`src/rtl/rw_ram_pkg.sv`:
```
// Shared types and default constants for the parameterised read/write RAM.
package rw_ram_pkg;

  typedef enum logic {
    INIT = 1'b0,
    IDLE = 1'b1
  } state_t;

  localparam int         DATA_W_DEF = 8;
  localparam int         DEPTH_DEF  = 96;
  localparam logic [7:0] INIT0_DEF  = 8'h33;
  localparam logic [7:0] INIT1_DEF  = 8'h22;

endpackage

```
`src/rtl/rw_ram_init_seq.sv`:
```
// Initialisation sequencer: walks every word once after reset or init_req.
//
//   state | meaning
//   ------+-------------------------------------------------------------
//   INIT  | writing one init word per cycle at cnt_q, 0..DEPTH-1 (busy)
//   IDLE  | memory ready; user accesses accepted; waits for init_req
module rw_ram_init_seq
  import rw_ram_pkg::*;
#(
  parameter int                DATA_W = DATA_W_DEF,
  parameter int                DEPTH  = DEPTH_DEF,
  parameter int                ADDR_W = 7,
  parameter logic [DATA_W-1:0] INIT0  = DATA_W'(INIT0_DEF),
  parameter logic [DATA_W-1:0] INIT1  = DATA_W'(INIT1_DEF)
) (
  input  logic              clk,
  input  logic              reset,
  input  logic              init_req,
  output logic              busy,
  output logic              init_we,
  output logic [ADDR_W-1:0] init_addr,
  output logic [DATA_W-1:0] init_data
);

  localparam logic [ADDR_W-1:0] LAST_ADDR = ADDR_W'(DEPTH - 1);

  state_t            state_q, state_d;
  logic [ADDR_W-1:0] cnt_q, cnt_d;

  // State and counter register; reset restarts the sequence from word 0.
  always_ff @(posedge clk or posedge reset) begin
    if (reset) begin
      state_q <= INIT;
      cnt_q   <= '0;
    end else begin
      state_q <= state_d;
      cnt_q   <= cnt_d;
    end
  end

  // Next state: INIT runs exactly DEPTH cycles; init_req only honoured in IDLE.
  always_comb begin
    state_d = state_q;
    cnt_d   = cnt_q;
    case (state_q)
      INIT: begin
        if (cnt_q == LAST_ADDR) begin
          state_d = IDLE;
          cnt_d   = '0;
        end else begin
          cnt_d = cnt_q + ADDR_W'(1);
        end
      end
      IDLE: begin
        if (init_req) begin
          state_d = INIT;
          cnt_d   = '0;
        end
      end
      default: begin
        state_d = INIT;
        cnt_d   = '0;
      end
    endcase
  end

  assign busy      = (state_q == INIT);
  assign init_we   = busy;
  assign init_addr = cnt_q;
  assign init_data = (cnt_q == '0)         ? INIT0 :
                     (cnt_q == ADDR_W'(1)) ? INIT1 : '0;

endmodule

```
`src/rtl/rw_ram_param.sv`:
```
// Single-port RAM with a self-initialisation sequence, range checking and
// selectable combinational or registered (read-first) read path.
module rw_ram_param
  import rw_ram_pkg::*;
#(
  parameter int                DATA_W   = DATA_W_DEF,
  parameter int                DEPTH    = DEPTH_DEF,
  parameter int                ADDR_W   = 7,
  parameter logic [DATA_W-1:0] INIT0    = DATA_W'(INIT0_DEF),
  parameter logic [DATA_W-1:0] INIT1    = DATA_W'(INIT1_DEF),
  parameter int                READ_REG = 0
) (
  input  logic              clk,
  input  logic              reset,
  input  logic              init_req,
  input  logic              write,
  input  logic              read,
  input  logic [ADDR_W-1:0] address,
  input  logic [DATA_W-1:0] data_in,
  output logic [DATA_W-1:0] data_out,
  output logic              rd_valid,
  output logic              busy,
  output logic              addr_err
);

  localparam logic [ADDR_W:0] DEPTH_C = (ADDR_W + 1)'(DEPTH);

  logic [DATA_W-1:0] mem [0:DEPTH-1];

  logic              init_we;
  logic [ADDR_W-1:0] init_addr;
  logic [DATA_W-1:0] init_data;
  logic              idle;
  logic              in_range;
  logic              user_we;
  logic              rd_ok;

  rw_ram_init_seq #(
    .DATA_W (DATA_W),
    .DEPTH  (DEPTH),
    .ADDR_W (ADDR_W),
    .INIT0  (INIT0),
    .INIT1  (INIT1)
  ) u_init_seq (
    .clk       (clk),
    .reset     (reset),
    .init_req  (init_req),
    .busy      (busy),
    .init_we   (init_we),
    .init_addr (init_addr),
    .init_data (init_data)
  );

  assign idle     = ~busy;
  assign in_range = ({1'b0, address} < DEPTH_C);
  // A write coinciding with an accepted init_req is dropped.
  assign user_we  = idle & write & in_range & ~init_req;
  assign rd_ok    = idle & read & in_range;

  // Memory array: no reset, contents come only from the init sequence and writes.
  always_ff @(posedge clk) begin
    if (init_we) begin
      mem[init_addr] <= init_data;
    end else if (user_we) begin
      mem[address] <= data_in;
    end
  end

  // Sticky range error; cleared only by reset or an accepted init_req.
  always_ff @(posedge clk or posedge reset) begin
    if (reset) begin
      addr_err <= 1'b0;
    end else if (idle && init_req) begin
      addr_err <= 1'b0;
    end else if (idle && (read || write) && !in_range) begin
      addr_err <= 1'b1;
    end
  end

  if (READ_REG == 0) begin : g_comb_rd
    // Combinational read: shows pre-write data until the write edge.
    assign data_out = (idle && in_range) ? mem[address] : '0;
    assign rd_valid = rd_ok;
  end else begin : g_reg_rd
    // Registered read-first: samples the array before the same-edge write lands.
    always_ff @(posedge clk or posedge reset) begin
      if (reset) begin
        data_out <= '0;
        rd_valid <= 1'b0;
      end else begin
        rd_valid <= rd_ok;
        if (rd_ok) begin
          data_out <= mem[address];
        end
      end
    end
  end

endmodule

```
`config.mk`:
```
export PLATFORM = sky130hd
export DESIGN_NAME = rw_ram_param
export DESIGN_NICKNAME = d
export VERILOG_FILES = /design/src/rtl/rw_ram_pkg.sv /design/src/rtl/rw_ram_init_seq.sv /design/src/rtl/rw_ram_param.sv
export SDC_FILE = /design/constraint.sdc
export NUM_CORES = 1
export LEC_CHECK = 0
export BUFFER_PORTS_ARGS = -buffer_cell sky130_fd_sc_hd__clkbuf_2
export CORE_ASPECT_RATIO = 0.6
export CORE_MARGIN = 2
export CORE_UTILIZATION = 50
export DETAILED_ROUTE_END_ITERATION = 8
export GPL_TIMING_DRIVEN = 0
export PLACE_DENSITY = 0.65
export SYNTH_ARGS = -nofsm -noshare
export SYNTH_HDL_FRONTEND = slang
export SYNTH_SLANG_ARGS = --single-unit
```
`constraint.sdc`:
```
create_clock -name clk -period 5.25 [get_ports clk]
set_input_delay 0.2625 -clock clk [delete_from_list [all_inputs] [get_ports clk]]
set_output_delay 0.2625 -clock clk [all_outputs]
set_load 0.01 [all_outputs]
```
==> reports/metrics.yaml, run 1 <==
yosys:
  yosysWarnings: 0
  synth_cell_type_count: 53
  netlist_top_cells_area: "edfxtp_1 (75%), mux4_2 (15%), nor2_1 (1.4%)"
  async_reset_ff_frac: 0.01158
  synth_edf_count: 768
  yosys.area.top_type: "edfxtp_1"
  ys_ff_latch: 777
  syn_nets: 1489
  ys_seq_area_frac: 0.7617
  synth_cells: 1466
  synthesis.area_um2: 30570
  ys.flop_type: "edfxtp_1"
  postSynthAreaPerCell_um2: 20.86
  netlist.area_leader.share: 0.7543
timing:
  fin_crit_ns: 4.519
  min_period_over_period: 0.8609
  clock.fmax_ghz: 0.2213
  rsz0062_at_grt: "no"
  fin_tns_setup_ns: 0
  setup_violations: 0
  tightest_slew_ns: 1.396
  relSlewSlack: 0.06227
  finalMaxSlewViolations: 0
  final_hold_viol_count: 0
  clock_skew_ns: 0.02552
worst_hold_path:
  hold_path.class: "in2reg"
detailed_routing:
  wl_um: 88900
  drcViolationCount: 0
  wl_per_cell_um: 36.15
  vias: 16520
  routed_via_density: 6.717
  first_pass_iters: 5
  drtAntennaViolNets: 0
  initialDrtViolationCount: 2766
flow_run:
  max_cap_viol_count: 0
cts:
  clockBufferDepth: 3
  cts_setup_buffers: 0
  htreeDepth: 3
  cts_buffers: 69
  cts_tree: "yes"
  post_cts_resized: 0
  clock_latency_ns: 0.63
  cts_root_buf: "clkbuf_16"
  clk_pin_slew_ns: 0.06
  clock_sinks: 777
cells_and_area:
  nFillCells: 4484
  n_antenna_cell: 0
  multiInputGateArea_um2: 6934
  final_cell_mix: "edfxtp_1 (768), mux4_2 (198), nor2_1 (115), clkbuf_16 (72), nand2_1 (46)"
  final_common_cell: "edfxtp_1"
  drive_gt1_frac: 0.2422
  regArea_um2: 23290
  final_cell_area_um2: 34210
  area_growth_pct: 11.90
  final_net_count: 1597
placement:
  numPortBuffers: 26
  gp_congestion: 0.9760
  place_hpwl_um: 58240
  placed_cell_area_um2: 32000
setup_path:
  crit_required_ns: 4.99
  crit_path_end_kind: "output pin"
  cp-start-kind: "primary input"
  path_max_fanout: 10
  cp.arrival_ns: 4.26
  critPathKind: "in2out"
floorplanning:
  core_area_um2: 60700
  die_h_um: 195.5
  core.rowCount: 70
  start_util: 0.5037
  die_x_um: 323.2
  ios: 31
  dieArea_um2: 63210
power:
  power_density_nw_per_um2: 438.6
  vdd_drop_max_v: 0.0003097
  leakage_uw: 0.01082
grt:
  grt_pass1_vias: 15460
  track_usage: 0.2860
  grt_max_degree: 97
  grt_pass1_wl_um: 122100
  gr-total-overflow: 0
  antenna_found_initial: 2
outcome:
  outcome: "complete, no violations"
## report_power, final
part / total, µW / internal [µW] / switching [µW]
logic: 2260 / 539 / 1720
clock network: 5040 / 2760 / 2290
registers: 7700 / 7610 / 93.7
## through the flow
step                setup WS (ns)  total power (µW)    util  instances  hold WS [ns]
floorplan                   2.203              8999       -       1466       0.09042
global placement           0.2026              9946  0.5229       2320        0.3260
detailed placement         0.6217             10030  0.5273       2329        0.3307
CTS                        0.7362             14930  0.5637       2459       0.07564
global route               0.8300             15340  0.5637       2459        0.1230
finish                     0.7305             15000  0.5637       2459       0.09297
## Yosys cell counts, types with 5 or more instances
library cell	count
mux4_2	198
nand3b_1	5
o21ai_0	27
mux2_2	9
mux2i_1	40
nand3_1	12
buf_6	5
nor2_1	115
clkbuf_1	28
dfrtp_1	9
nor3_1	19
a21oi_1	18
nand2_1	48
buf_2	18
and2_1	6
buf_1	6
nand2b_1	16
edfxtp_1	768
a22oi_1	14
o221ai_1	7
buf_4	15
nor2b_1	5
o22ai_1	17
inv_1	5
## flip-flops by register name, summed over array words and instances (netlist names)
| signal | count |
|---|---|
| mem | 768 |
| u_init_seq.init_addr | 7 |
| addr_err | 1 |
| u_init_seq.state_q | 1 |
## critical path, stage by stage
cell and delay [ns]:
clkbuf_2 0.13, buf_2 0.33, clkbuf_1 0.92, buf_2 0.64, mux2i_1 0.27, a211oi_1 0.78, o21ai_0 0.40, o211ai_1 0.29
clkbuf_2 0.20
## final timing paths
path	from	endpoint	slack, ns	cells after the start
setup / recovery	address[2]	data_out[7]	0.73	9
setup reg to reg	u_init_seq.state_q	mem[13][6]	1.29	7
hold / removal	read	addr_err	0.09	5
min in group asynchronous	reset	u_init_seq.init_addr[3]	0.25	3
hold reg to reg	addr_err	addr_err	0.55	2
max in group asynchronous	reset	addr_err	4.71	3
## area by class of cell
type,count,area share
multi-input cells,610,0.2027
inverters,7,0.0007680
repair buffers,37,0.01024
plain buffers,72,0.01141
flip-flops and latches,777,0.6806
clock buffers,91,0.05533
well taps,828,0.03028
clock inverters,37,0.008667
## logic make-up (layout without fill, tap and decap cells)
group / after synthesis / after routing / synth area share
multiplexers: 247 / 247 / 0.1623
flip-flops: 777 / 777 / 0.7617
buffers and inverters: 79 / 244 / 0.01350
AO/OA/AOI/OAI: 121 / 121 / 0.02636
adder cells (fa/ha/maj): 3 / 3 / 0.001228
AND/OR/NAND/NOR: 239 / 239 / 0.03499
## layer usage
| layer | wire length, µm | up-vias | GRT usage |
|---|---|---|---|
| met3 | 13680 | 154 | 0.1087 |
| met2 | 36120 | 1266 | 0.3695 |
| li1 | - | 6333 | - |
| met4 | 2120 | 2 | 0.07407 |
| met5 | 13 | - | 0 |
| met1 | 36970 | 8763 | 0.4530 |
## timing repair
item	CTS	global route
hold buffers	2	0
setup endpoints to repair	0	0
hold endpoints to repair	12	0
(Power assumes the default switching activity.)
==> inputs of run 2 (changes only) <==
==> constraint.sdc (replaced) <==
create_clock -name clk -period 5.25 [get_ports clk]
set_input_delay 1.05 -clock clk [delete_from_list [all_inputs] [get_ports clk]]
set_output_delay 1.05 -clock clk [all_outputs]
set_load 0.01 [all_outputs]
==> run 2 against run 1 <==
The flow now finishes with violations (negative setup slack). Clock skew shrank 0.0062 ns. Critical endpoint is now data_out[1]. Design area is essentially flat. Die area is the same. Largest power group unchanged.
==> reports/metrics.yaml, run 2 (synthesized netlist as in run 1, its figures left out) <==
timing:
  clock_skew_ns: 0.01931
  fin_crit_ns: 5.359
  relSlewSlack: 0.09224
  rsz0062_at_grt: "no"
  tightest_slew_ns: 1.357
  clock.fmax_ghz: 0.1866
  finalMaxSlewViolations: 0
  setup_violations: 3
  min_period_over_period: 1.021
  final_hold_viol_count: 0
  layout_setup_ws_ns: -0.1095
grt:
  gr-total-overflow: 0
  grt_max_degree: 97
  antenna_found_initial: 3
  grt_pass1_wl_um: 121800
  track_usage: 0.2854
  grt_pass1_vias: 15440
outcome:
  outcome: "finished, violations left"
  violations: "negative setup slack"
power:
  power_density_nw_per_um2: 437.4
  p_sw_frac: 0.2720
  pwr-share-clk: 0.335
  internal_power_uw: 10900
  p_seq_frac: 0.514
  power_frac_comb: 0.150
  p_sw_uw: 4074
  vdd_drop_max_v: 0.0003052
  leakage_uw: 0.01086
setup_path:
  crit_path_end_kind: "output pin"
  cp-start-kind: "primary input"
  path_max_fanout: 10
  r2r_slack_ns: 1.28
  cp.arrival_ns: 4.31
  crit_required_ns: 4.20
  critPathKind: "in2out"
detailed_routing:
  drcViolationCount: 0
  wl_um: 88620
  initialDrtViolationCount: 2707
  vias: 16520
  wl_per_cell_um: 36.08
  first_pass_iters: 6
  drtAntennaViolNets: 0
  routed_via_density: 6.726
placement:
  gp_congestion: 0.9760
  placed_cell_area_um2: 32000
  numPortBuffers: 26
  place_hpwl_um: 58240
  place_ws_ns: -0.8733
cts:
  clockBufferDepth: 3
  cts_tree: "yes"
  cts_root_buf: "clkbuf_16"
  clk_pin_slew_ns: 0.06
  htreeDepth: 3
  cts_setup_buffers: 0
  clock_latency_ns: 0.63
  clock_sinks: 777
  cts_buffers: 69
floorplanning:
  die_x_um: 323.2
  ios: 31
  core.rowCount: 70
  die_h_um: 195.5
  start_util: 0.5037
  dieArea_um2: 63210
  core_area_um2: 60700
cells_and_area:
  final_cell_area_um2: 34250
  n_antenna_cell: 0
  final_net_count: 1594
  top_register: "mem"
  final_common_cell: "edfxtp_1"
  regArea_um2: 23290
  multiInputGateArea_um2: 6942
  fin_util: 0.5642
  final_cell_mix: "edfxtp_1 (768), mux4_2 (198), nor2_1 (114), clkbuf_16 (72), nand2_1 (46)"
  largest_reg_flops: 768
  area_growth_pct: 12.01
  drive_gt1_frac: 0.2512
  nFillCells: 4485
flow_run:
  max_cap_viol_count: 0
worst_hold_path:
  hold_path.class: "in2async"
run 2: changes by cell type in the layout (fill, tap and decap cells not counted), sizes merged:
cell and delta:
dlygate4sd3 -2, buf -2, clkdlybuf4s15 +3, clkbuf -2
run 2: cell type report:
class	instances	share of cell area
Timing Repair Buffer	35	0.009645
Inverter	7	0.0007672
Clock buffer	91	0.05528
Buffer	71	0.01271
Tap cell	828	0.03025
Sequential cell	777	0.6800
Multi-Input combinational cell	610	0.2027
Clock inverter	37	0.008659
run 2: critical path: stages:
cell	delay [ns]
buf_2	0.32
buf_2	0.47
buf_4	0.44
buf_4	0.40
mux2i_1	0.21
a221oi_1	0.68
o21ai_1	0.31
o211ai_1	0.23
clkbuf_2	0.19
run 2: metrics by stage:
stage / std cells / hold slack (ns) / power [µW] / setup TNS, ns
6_report: 2456 / 0.4937 / 14980 / -0.1583
5_1_grt: 2456 / 0.4962 / 15340 / 0
4_1_cts: 2456 / 0.4776 / 14930 / 0
3_5_place_dp: 2329 / 0.5316 / 10030 / -16.16
3_3_place_gp: 2320 / 0.5130 / 9946 / -198.10
2_1_floorplan: 1466 / 0.5067 / 8999 / 0
run 2: what timing repair did:
action / 4_1_cts / 5_1_grt
setup endpoints to repair: 8 / 2
hold buffers: 0 / 0
gates resized for setup: 24 / 6
run 2: worst paths after layout:
path / start / end / cells past startpoint
worst max-delay path: address[1] / data_out[1] / 9
worst min-delay path: reset / u_init_seq.init_addr[3] / 2
worst max register to register: u_init_seq.state_q / mem[73][3] / 7
worst min register to register: addr_err / addr_err / 2
max in group asynchronous: reset / u_init_seq.init_addr[1] / 2
min in group clk: addr_err / addr_err / 2
run 2: per-layer routing:
layer  up-vias  track usage  routed length, µm
li1       6325            -                  -
met1      8782       0.4529              36710
met2      1251       0.3693              35990
met3       160       0.1084              13780
met4         2      0.07080               2127
met5         -            0                 13
run 2: power by group through the flow:
stage	combinational [µW]	sequential [µW]	clock (µW)
floorplan	1170	7830	0
global placement	2030	7910	0
detailed placement	2190	7830	0
CTS	2200	7700	5030
global route	2350	7720	5270
finish	2250	7700	5020
==> inputs of run 3 (changes only) <==
--- a/config.mk
+++ b/config.mk
@@ -8,10 +8,11 @@
 export BUFFER_PORTS_ARGS = -buffer_cell sky130_fd_sc_hd__clkbuf_2
 export CORE_ASPECT_RATIO = 0.6
 export CORE_MARGIN = 2
-export CORE_UTILIZATION = 50
+export CORE_UTILIZATION = 67
 export DETAILED_ROUTE_END_ITERATION = 8
 export GPL_TIMING_DRIVEN = 0
-export PLACE_DENSITY = 0.65
+export PLACE_DENSITY = 0.84
 export SYNTH_ARGS = -nofsm -noshare
 export SYNTH_HDL_FRONTEND = slang
 export SYNTH_SLANG_ARGS = --single-unit
+export TNS_END_PERCENT = 1
==> run 3 against run 2 <==
Critical path depth unchanged. First-iteration DRC count up 33%. Utilization up 19 points. Hold slack worse by 0.092 ns. Critical endpoint is now data_out[0]. The flow finishes with violations (max-capacitance violations, negative setup slack). Highest routed layer unchanged. Die area down 25%.
==> reports/metrics.yaml, run 3 (synthesized netlist as in run 1, its figures left out) <==
timing:
  setup_violations: 5
  rsz0062_at_grt: "no"
  clock.fmax_ghz: 0.1835
  tightest_slew_ns: 1.469
  layout_setup_ws_ns: -0.2008
  final_hold_viol_count: 0
  clock_skew_ns: 0.01892
  min_period_over_period: 1.038
  finalMaxSlewViolations: 0
  fin_crit_ns: 5.451
  relSlewSlack: 0.01286
cts:
  clk_pin_slew_ns: 0.07
  cts_setup_buffers: 0
  cts_tree: "yes"
  clockBufferDepth: 3
  clock_latency_ns: 0.61
  cts_hold_buffers: 0
  clock_sinks: 777
  htreeDepth: 3
  cts_buffers: 66
  cts_root_buf: "clkbuf_16"
floorplanning:
  die_h_um: 169.5
  dieArea_um2: 47410
  core.rowCount: 60
  start_util: 0.6810
  ios: 31
  core_area_um2: 44890
  die_x_um: 279.8
setup_path:
  reg2reg_to: "mem[74][1]"
  cp-startpoint: "address[2]"
  crit_path_end_kind: "output pin"
  endpoint: "data_out[0]"
  r2r_slack_ns: 1.09
  cp.arrival_ns: 4.40
  critPathKind: "in2out"
  cp-start-kind: "primary input"
  path_max_fanout: 10
  reg2reg_depth: 7
  crit_required_ns: 4.20
  worstReg2RegStart: "u_init_seq.state_q"
power:
  power_density_nw_per_um2: 439.0
  vdd_drop_max_v: 0.0004273
  leakage_uw: 0.01081
detailed_routing:
  routed_via_density: 7.755
  first_pass_iters: 6
  drcViolationCount: 0
  wl_per_cell_um: 40.16
  wl_um: 88750
  initialDrtViolationCount: 3597
  met3_length_um: 16280
  wl_met1_um: 30950
  drtAntennaViolNets: 0
  vias: 17140
  wl_met2_um: 37560
  dr.max_layer_used: "met5"
grt:
  grt_max_degree: 97
  antenna_found_initial: 0
  grt_pass1_wl_um: 123500
  gr-total-overflow: 0
  track_usage: 0.3872
  grt_pass1_vias: 16330
worst_hold_path:
  hold_path.class: "in2async"
placement:
  place_inst: 2088
  gp_congestion: 1.015
  place_ws_ns: -0.5238
  place_hpwl_um: 55470
  numPortBuffers: 26
outcome:
  violations: "max-capacitance violations, negative setup slack"
  outcome: "finished, violations left"
cells_and_area:
  largest_reg_flops: 768
  final_cells: 2210
  final_common_cell: "edfxtp_1"
  final_net_count: 1591
  final_cell_mix: "edfxtp_1 (768), mux4_2 (198), nor2_1 (114), clkbuf_16 (71), nand2_1 (46)"
  area_growth_pct: 10.56
  drive_gt1_frac: 0.2515
  top_register: "mem"
flow_run:
  max_cap_viol_count: 1
-- run 3: cell count changes in the layout (fill, tap and decap cells not counted), sizes merged --
| cell | delta |
|---|---|
| diode | +3 |
| clkinvlp | -2 |
| inv | -2 |
| clkinv | +4 |
| clkbuf | -9 |
| bufinv | -1 |
-- run 3: worst max-delay path, stage by stage --
cell and delay, ns:
clkbuf_2 0.14, buf_2 0.41, clkbuf_2 0.52, nand3_1 0.41, o21ai_0 0.77, nor3_1 0.38, o21ai_0 0.30, nand3_1 0.21
clkbuf_2 0.18
-- run 3: cell type report --
cell class / instances / area [µm²]
Inverter: 7 / 26.28
Fill cell: 2369 / 11090
Sequential cell: 777 / 23290
Clock buffer: 82 / 1828
Multi-Input combinational cell: 610 / 6943
Buffer: 71 / 431.7
Tap cell: 589 / 737.0
Antenna cell: 3 / 7.507
Timing Repair Buffer: 35 / 297.8
Clock inverter: 36 / 244.0
-- run 3: per-stage QoR --
stage | TNS [ns] | hold slack [ns] | cell area (µm²) | total power, µW | util
2_1_floorplan | 0 | 0.5067 | 30570 | 8999 | -
3_3_place_gp | -130.75 | 0.5101 | 31440 | 9898 | 0.7004
3_5_place_dp | -8.951 | 0.5555 | 31640 | 9975 | 0.7049
4_1_cts | 0 | 0.4130 | 33770 | 14680 | 0.7523
5_1_grt | 0 | 0.4457 | 33790 | 15070 | 0.7528
6_report | -0.7510 | 0.4013 | 33800 | 14840 | 0.7530
-- run 3: per-layer routing --
metal	vias up	GRT usage
li1	6309	-
met1	8774	0.5496
met2	1741	0.5281
met3	310	0.1869
met4	4	0.1458
met5	-	0.007179
-- run 3: timing repair --
| item | CTS | global route |
|---|---|---|
| endpoints found under the hold margin | 0 | 0 |
| endpoints found under the setup margin | 8 | 5 |
| resized for setup | 26 | 5 |
| cloned | 0 | 0 |
-- run 3: report_power, final --
| group | internal [µW] | total, µW | switching (µW) |
|---|---|---|---|
| sequential | 7610 | 7720 | 107 |
| combinational | 524 | 2260 | 1730 |
| clock | 2630 | 4860 | 2230 |
| total | 10800 | 14800 | 4070 |
-- run 3: how the worst min path moves through the flow --
stage | to | depth (start not counted)
final | u_init_seq.init_addr[2] | 2
after detailed placement | u_init_seq.init_addr[5] | 1
after global placement | addr_err | 2
after CTS | u_init_seq.init_addr[3] | 2
after global routing | u_init_seq.init_addr[3] | 2
after floorplan | u_init_seq.init_addr[5] | 1
